<file path="src/rtl/inst_wb_bus_if_if.sv">
// Wishbone B4 classic bus bundle between the instruction fetch master and the
// shared interconnect.
//   master modport: drives adr/dat_o/we/sel/stb/cyc, samples dat_i/ack.
//   slave  modport: the reverse, for the interconnect or a bench slave.
interface inst_wb_bus_if_if;
    logic [31:0] wb_adr_o;
    logic [31:0] wb_dat_o;
    logic        wb_we_o;
    logic [3:0]  wb_sel_o;
    logic        wb_stb_o;
    logic        wb_cyc_o;
    logic [31:0] wb_dat_i;
    logic        wb_ack_i;

    modport master (
        output wb_adr_o, wb_dat_o, wb_we_o, wb_sel_o, wb_stb_o, wb_cyc_o,
        input  wb_dat_i, wb_ack_i
    );

    modport slave (
        input  wb_adr_o, wb_dat_o, wb_we_o, wb_sel_o, wb_stb_o, wb_cyc_o,
        output wb_dat_i, wb_ack_i
    );
endinterface

</file>
<file path="src/rtl/inst_wb_bus_if.sv">
// Instruction-fetch Wishbone classic master. Turns each fetch request from
// pc_reg into a single read cycle, stalls the pipeline until the word returns,
// holds the word while IF/ID is stalled by others, and aborts on flush or on
// a bus timeout.
//   clk, rst        : core clock, asynchronous active-high reset
//   cpu_ce_i/addr_i : fetch enable and PC
//   stall_i, flush_i: pipeline control from ctrl (stall_i[1] = IF/ID held)
//   cpu_data_o      : instruction word to if_id (combinational)
//   stallreq_o      : stall request to ctrl (combinational)
//   bus_err_o       : one-cycle pulse after a timeout abort
//   wb              : Wishbone master port
module inst_wb_bus_if #(
    parameter int unsigned TIMEOUT = 255
) (
    input  logic              clk,
    input  logic              rst,
    input  logic              cpu_ce_i,
    input  logic [31:0]       cpu_addr_i,
    input  logic [5:0]        stall_i,
    input  logic              flush_i,
    output logic [31:0]       cpu_data_o,
    output logic              stallreq_o,
    output logic              bus_err_o,
    inst_wb_bus_if_if.master  wb
);

    localparam int unsigned TMO_W = 8;

    localparam logic [1:0] ST_IDLE = 2'd0;
    localparam logic [1:0] ST_BUSY = 2'd1;
    localparam logic [1:0] ST_WAIT = 2'd2;

    logic [1:0]       state_q,   state_d;
    logic [31:0]      adr_q,     adr_d;
    logic [3:0]       sel_q,     sel_d;
    logic             cyc_q,     cyc_d;
    logic [31:0]      rd_buf_q,  rd_buf_d;
    logic [TMO_W-1:0] tmo_cnt_q, tmo_cnt_d;
    logic             bus_err_q, bus_err_d;
    logic             tmo_hit;

    // Only the IF/ID bit of the stall vector matters here.
    logic unused_stall;
    assign unused_stall = ^{stall_i[5:2], stall_i[0]};

    // Last permitted BUSY cycle without an ack; TIMEOUT of 0 never fires.
    assign tmo_hit = (TIMEOUT != 0) && (tmo_cnt_q == TMO_W'(TIMEOUT - 1));

    // Next-state and combinational fetch-side outputs.
    always_comb begin
        state_d    = state_q;
        adr_d      = adr_q;
        sel_d      = sel_q;
        cyc_d      = cyc_q;
        rd_buf_d   = rd_buf_q;
        tmo_cnt_d  = tmo_cnt_q;
        bus_err_d  = 1'b0;
        stallreq_o = 1'b0;
        cpu_data_o = 32'h0;

        case (state_q)
            ST_IDLE: begin
                stallreq_o = cpu_ce_i & ~flush_i;
                if (cpu_ce_i && !flush_i) begin
                    adr_d     = cpu_addr_i;
                    sel_d     = 4'hF;
                    cyc_d     = 1'b1;
                    tmo_cnt_d = '0;
                    state_d   = ST_BUSY;
                end
            end
            ST_BUSY: begin
                if (wb.wb_ack_i) begin
                    // Ack wins over timeout; a coincident flush discards the word.
                    cyc_d = 1'b0;
                    sel_d = 4'h0;
                    if (flush_i) begin
                        rd_buf_d = 32'h0;
                        state_d  = ST_IDLE;
                    end else begin
                        rd_buf_d   = wb.wb_dat_i;
                        cpu_data_o = wb.wb_dat_i;
                        state_d    = stall_i[1] ? ST_WAIT : ST_IDLE;
                    end
                end else if (flush_i || tmo_hit) begin
                    cyc_d     = 1'b0;
                    sel_d     = 4'h0;
                    rd_buf_d  = 32'h0;
                    bus_err_d = ~flush_i;
                    state_d   = ST_IDLE;
                end else begin
                    stallreq_o = 1'b1;
                    tmo_cnt_d  = tmo_cnt_q + TMO_W'(1);
                end
            end
            ST_WAIT: begin
                // Replay the captured word until IF/ID is released.
                cpu_data_o = rd_buf_q;
                if (flush_i) begin
                    rd_buf_d = 32'h0;
                    state_d  = ST_IDLE;
                end else if (!stall_i[1]) begin
                    state_d = ST_IDLE;
                end
            end
            default: begin
                state_d = ST_IDLE;
            end
        endcase
    end

    // State and registered bus outputs.
    always_ff @(posedge clk or posedge rst) begin
        if (rst) begin
            state_q   <= ST_IDLE;
            adr_q     <= 32'h0;
            sel_q     <= 4'h0;
            cyc_q     <= 1'b0;
            rd_buf_q  <= 32'h0;
            tmo_cnt_q <= '0;
            bus_err_q <= 1'b0;
        end else begin
            state_q   <= state_d;
            adr_q     <= adr_d;
            sel_q     <= sel_d;
            cyc_q     <= cyc_d;
            rd_buf_q  <= rd_buf_d;
            tmo_cnt_q <= tmo_cnt_d;
            bus_err_q <= bus_err_d;
        end
    end

    // stb and cyc share one flop so they can never diverge; reads only.
    assign wb.wb_adr_o = adr_q;
    assign wb.wb_dat_o = 32'h0;
    assign wb.wb_we_o  = 1'b0;
    assign wb.wb_sel_o = sel_q;
    assign wb.wb_stb_o = cyc_q;
    assign wb.wb_cyc_o = cyc_q;
    assign bus_err_o   = bus_err_q;

endmodule

</file>
<file path="src/flat_wrapper.sv">
// flat-port wrapper written by rule: the top's interface ports become plain ports
module inst_wb_bus_if_flat 
#(
    parameter int unsigned TIMEOUT = 255
)
  (clk, rst, cpu_ce_i, cpu_addr_i, stall_i, flush_i, cpu_data_o, stallreq_o, bus_err_o, wb_wb_adr_o, wb_wb_dat_o, wb_wb_we_o, wb_wb_sel_o, wb_wb_stb_o, wb_wb_cyc_o, wb_wb_dat_i, wb_wb_ack_i);
  inst_wb_bus_if_if wb_i ();
  input  logic clk;
  input  logic rst;
  input  logic cpu_ce_i;
  input  logic [31:0] cpu_addr_i;
  input  logic [5:0] stall_i;
  input  logic flush_i;
  output logic [31:0] cpu_data_o;
  output logic stallreq_o;
  output logic bus_err_o;
  output wire logic [$bits(wb_i.wb_adr_o)-1:0] wb_wb_adr_o;
  output wire logic [$bits(wb_i.wb_dat_o)-1:0] wb_wb_dat_o;
  output wire logic [$bits(wb_i.wb_we_o)-1:0] wb_wb_we_o;
  output wire logic [$bits(wb_i.wb_sel_o)-1:0] wb_wb_sel_o;
  output wire logic [$bits(wb_i.wb_stb_o)-1:0] wb_wb_stb_o;
  output wire logic [$bits(wb_i.wb_cyc_o)-1:0] wb_wb_cyc_o;
  input wire logic [$bits(wb_i.wb_dat_i)-1:0] wb_wb_dat_i;
  input wire logic [$bits(wb_i.wb_ack_i)-1:0] wb_wb_ack_i;
  assign wb_wb_adr_o = wb_i.wb_adr_o;
  assign wb_wb_dat_o = wb_i.wb_dat_o;
  assign wb_wb_we_o = wb_i.wb_we_o;
  assign wb_wb_sel_o = wb_i.wb_sel_o;
  assign wb_wb_stb_o = wb_i.wb_stb_o;
  assign wb_wb_cyc_o = wb_i.wb_cyc_o;
  assign wb_i.wb_dat_i = wb_wb_dat_i;
  assign wb_i.wb_ack_i = wb_wb_ack_i;
  inst_wb_bus_if #(.TIMEOUT(TIMEOUT)) u_core (.clk(clk), .rst(rst), .cpu_ce_i(cpu_ce_i), .cpu_addr_i(cpu_addr_i), .stall_i(stall_i), .flush_i(flush_i), .cpu_data_o(cpu_data_o), .stallreq_o(stallreq_o), .bus_err_o(bus_err_o), .wb(wb_i));
endmodule
</file>
<file path="config.mk">
export PLATFORM = sky130hd
export DESIGN_NAME = inst_wb_bus_if_flat
export DESIGN_NICKNAME = d
export VERILOG_FILES = /design/src/rtl/inst_wb_bus_if_if.sv /design/src/rtl/inst_wb_bus_if.sv /design/src/flat_wrapper.sv
export SDC_FILE = /design/constraint.sdc
export NUM_CORES = 1
export LEC_CHECK = 0
export ABC_AREA = 1
export BUFFER_PORTS_ARGS = -buffer_cell sky130_fd_sc_hd__buf_2
export CAP_MARGIN = 40
export CORE_ASPECT_RATIO = 1.2
export CORE_MARGIN = 4
export CORE_UTILIZATION = 49
export CTS_BUF_LIST = sky130_fd_sc_hd__clkbuf_4 sky130_fd_sc_hd__clkbuf_8
export DETAILED_ROUTE_END_ITERATION = 16
export GPL_ROUTABILITY_DRIVEN = 0
export GPL_TIMING_DRIVEN = 0
export PLACE_DENSITY = 0.86
export SLEW_MARGIN = 20
export SYNTH_ARGS = -nofsm -noshare
export SYNTH_HDL_FRONTEND = slang
export SYNTH_SLANG_ARGS = --single-unit
</file>
<file path="constraint.sdc">
create_clock -name clk -period 2.9 [get_ports clk]
set_clock_uncertainty 0.2 [all_clocks]
set_input_delay 0.145 -clock clk [delete_from_list [all_inputs] [get_ports clk]]
set_output_delay 0.145 -clock clk [all_outputs]
set_load 0.05 [all_outputs]
</file>
* Yosys cells after proc, flatten, opt, wreduce, memory -nomap -nowiden
Cells that the tools add are included.
** Cells by class
- Reduce and logical (&&, ||, !) cells :: 11
- Add/subtract/negate cells :: 1
- Magnitude comparators :: 0
- Shifts and indexed selects :: 0
- Multiply operators :: 0
- Div/mod/pow operators :: 0
- Bitwise logic cells :: 2
- Muxes and demuxes :: 33
- Equal/unequal tests :: 9
** Operator list (number)
- 32-bit 2-to-1 mux :: 5
- 32-bit case mux with 2 select lines :: 2
- 8-bit 2-to-1 mux :: 3
- 8-bit case mux with 2 select lines :: 1
- 2-bit 2-to-1 mux :: 7
- 4-bit 2-to-1 mux :: 3
- 3-bit AND reduction :: 3
- 8-bit by 1-bit adder with 8-bit output (second input constant) :: 1
- 8-bit == test (second input constant) :: 1
- 1-bit 2-to-1 mux :: 8
- 4-bit case mux with 2 select lines :: 1
- 2-bit inequality test (second input constant) :: 3
- 2-bit case mux with 3 select lines :: 1
- 1-bit case mux with 2 select lines :: 2
- 4-bit AND reduction :: 1
- 2-bit nonzero test :: 2
- 3-bit by 2-bit inequality test with 1-bit output (second input constant) :: 1
- 3-bit inequality test (second input constant) :: 1
- 2-bit by 1-bit == test with 1-bit output (second input constant) :: 1
- 2-bit == test (second input constant) :: 1
- 2-bit logical NOT :: 1
- 2-bit by 1-bit inequality test with 1-bit output (second input constant) :: 1
- 2-bit AND reduction :: 1
- 1-bit bitwise AND :: 1
- 4 further kinds :: 4
** Storage, ports and cells
- Output and inout port bits :: 105
- Bits of input ports :: 75
- RAM bits :: 0
- Memories :: 0
- Logic and storage cells :: 63
- Bits in latches :: 0
- Register bits :: 80
- Memory bits (read-only) :: 0

* Longest topological paths before layout
- Depth in word-level cells :: 5
- Depth in mapped cells :: 10
- Depth with buffers taken out :: 10

* Worst setup path before layout
No wires, ideal clock.
- Kind :: reg-to-output
- Start point :: register u_core.state_q[0]
- End point :: output cpu_data_o[0]
- Path buffers :: 2
- Arrival :: 1.882 ns
- Path slack :: 0.673 ns
- Cell stages (with the launch flop) :: 7
- Required time :: 2.555 ns
- Path through :: dfrtp_1 > inv_1 > ha_1 > buf_4 > clkbuf_1 > nand2_1 > a21oi_1
** Between the ends
- Cells in the longest elaborated chain, start to end :: 2
- Elaborated cells on any way between the ends :: 3
- Classes of those cells :: eq/ne: 2; mux: 1
** RTL lines
- start, declared :: RTL line inst_wb_bus_if.sv:33 : logic [1:0] state_q, state_d;
- start signal, assigned :: RTL line inst_wb_bus_if.sv:123 : state_q <= state_d;
- 2-bit == test / 2-bit by 1-bit == test with 1-bit output (equally long branches) :: RTL line inst_wb_bus_if.sv:61 : case (state_q)
- 32-bit case mux with 2 select lines * :: RTL line inst_wb_bus_if.sv:61
- end, declared :: RTL line flat_wrapper.sv:14 : output logic [31:0] cpu_data_o;
Mark *: on every way between the ends. The rest lies on a longest branch, timed or not.

* Final worst setup path
- Start point :: register u_core.state_q[0]
- End point :: output cpu_data_o[26]
The elaborated chain is that of the path after synthesis.

==> run summary <==
routed vias/inst: 5.04
IO Count: 180
pwr dens: 957 nW/µm²
Ys Warns: 0
fill count: 511
footprint of the multi-input gates: 1670 µm²
clk buf depth: 2
Root Buffer: clkbuf_8
vias in the first global route: 4,109
total CTS buffers: 9
max cap viols: 0
die height: 106 µm
Tot Pwr: 0.00557 W
insertion delay of the later-clocked pin in the worst-skew pair: 0.34 ns
post-layout min period: 2.51 ns
RSZ-0062 raised after global routing: false
Fin. Hold Viols: 0
row cnt: 35
grt total ovfl: 0
final worst slack: 0.387 ns
htree depth: 3
commonest cells after routing, fill and taps aside: buf_2 (148), nand2_1 (113), dfrtp_1 (76)
WS Path Type: reg2out
Hold Crit Class: in2reg
Synth Instances: 443
max-slew violation count: 0
post-synthesis share of cell area spent on xor and xnor gates: 0%
CTS clk-pin slew, worst paths: 0.08 ns
status: finished, final reports clean
worst rel slew slack: 64.6%
final setup fails: 0
share of layout cells above drive strength 1: 32.1%
Final ANT Viol Nets: 0
Layout area overhead: 47.3%
Overall Global Routing Usage: 26.5%
antenna violations before repair: 0
Arr. time, crit path: 2.17 ns
Hold Path Depth: 4
routed len/inst: 15.7 µm
part of the Yosys area used for sequential elements: 48.1%
Worst-Margin Slew: 0.532 ns
reg2reg path depth: 7
I/O Buffers: 141
Max rail drop VDD: 0.485 mV
first-pass GRT wire length: 20.7 mm
worst setup path start: u_core.state_q[0]
Worst Setup EP: cpu_data_o[26]
TritonCTS Sinks: 76
R2R Path End: u_core.bus_err_o
Unique masters post-synth: 25
Storage cell area: 1900 µm²
crit path capture type: primary output
largest net degree at the start of global routing: 41
post-synthesis compound-gate area fraction: 9.40%
Core Box Area: 7750 µm²
detailed-route DRC error count: 0
DP Worst Slack: 0.718 ns
Post-Route WL: 12.5 mm
largest fanout on the critical path: 10
leakage: 2.99 nW
synthesized flop and latch total: 76
Synth Area in Adders: 1.58%
first drt pass iteration count: 5
CTS tree: built
final period utilization: 86.7%
fin util: 75.1%
Reg-to-Reg Start: u_core.tmo_cnt_q[0]
Via Count: 4,000
die area: 9570 µm²
# nets final: 776
r2r setup slk: 0.96 ns
Initial Util: 51.0%
simple-gate share of the synthesized area: 18.9%
Avg Cell Area, Syn: 8.92 µm²
final setup TNS: 0 ns
cells resized by post-CTS repair: 0
Initial DRC Count: 213
area share of the largest cell type after synthesis: 48.1%
crit path launch type: flip-flop
WP data required: 2.56 ns
# diodes: 0
Horiz. Die Dim: 90.0 µm
top post-synthesis cells by area: dfrtp_1 (48%), nand2_1 (11%), mux2_1 (8.0%), buf_4 (7.4%), nand3_1 (5.1%)
commonest non-fill, non-tap cell in the layout: buf_2
detailed-placement wirelength estimate: 7.91 mm
Netlist Area Pre-Place: 3950 µm²
area leader, netlist: dfrtp_1
max frequency: 398 MHz
post-synthesis mux area share: 9.12%
largest family of logic cells by synthesized area: simple AND/OR/NAND/NOR gates
how the worst min path moves through the flow:
stage                               from                     end
after floorplan              wb_wb_ack_i        u_core.bus_err_o
after global placement    cpu_addr_i[25]  u_core.wb.wb_adr_o[25]
after detailed placement             rst  u_core.wb.wb_adr_o[25]
final                            flush_i     u_core.rd_buf_q[18]
after CTS                        flush_i     u_core.rd_buf_q[18]
after global routing             flush_i     u_core.rd_buf_q[26]
layout make-up:
| class | instances | share of cell area [%] |
|---|---|---|
| Multi-Input combinational cell | 318 | 28.6 |
| Sequential cell | 76 | 32.7 |
| Clock buffer | 10 | 2.36 |
| Inverter | 20 | 1.33 |
| Buffer | 61 | 7.37 |
| Clock inverter | 6 | 1.50 |
| Tap cell | 92 | 1.98 |
| Timing Repair Buffer | 210 | 24.2 |
what timing repair did:
item                                    4_1_cts  5_1_grt
hold buffers                                 68        0
endpoints found under the setup margin        0        0
endpoints found under the hold margin       102        0
setup buffers                                 0        0
worst max-delay path, cell delays in order (launching register included):
cell,delay (ns)
dfrtp_1,0.40
inv_1,0.09
ha_1,0.17
buf_4,0.18
clkbuf_1,0.41
nand2_1,0.11
a21oi_1,0.19
buf_2,0.29
cell families after synthesis:
logic type,count (synthesis)
fa+ha+maj,5
simple gates,175
flops,76
other cells,1
compound gates,73
mux,32
buf+inv,81
cells in the mapped netlist (all sizes together):
cell,instances
nor2,14
inv,20
clkbuf,9
conb,1
o21bai,1
mux2,32
a21oi,35
nand2,117
nor3,2
ha,5
dfrtp,76
nor4,1
nand3,41
o21ai,37
buf,52
registers in the layout, summed over array words and instances (netlist names):
register / flops
u_core.rd_buf_q: 32
u_core.tmo_cnt_q: 8
u_core.state_q: 2
u_core.wb.wb_sel_o: 1
u_core.bus_err_o: 1
u_core.wb.wb_adr_o: 32
power breakdown:
part	total, W	switching (W)	internal, W
registers	0.00174	0.000261	0.00148
logic	0.00293	0.00214	0.000791
clock network	0.000899	0.000391	0.000508
total	0.00557	0.00279	0.00278
per-stage QoR:
step	hold WS, ns	cells	area [µm²]
final	0.0615	793	5820
after global routing	0.101	793	5820
after CTS	0.0558	793	5820
after detailed placement	0.00878	709	4920
after global placement	0.159	708	4890
after floorplan	0.0155	475	4070
metal layers:
layer,track usage [%],wire [µm]
met1,31.8,4910
met2,47.7,6430
met3,5.52,897
met4,8.53,224
met5,0,0
Note: power is estimated with default switching activity, not from simulation.
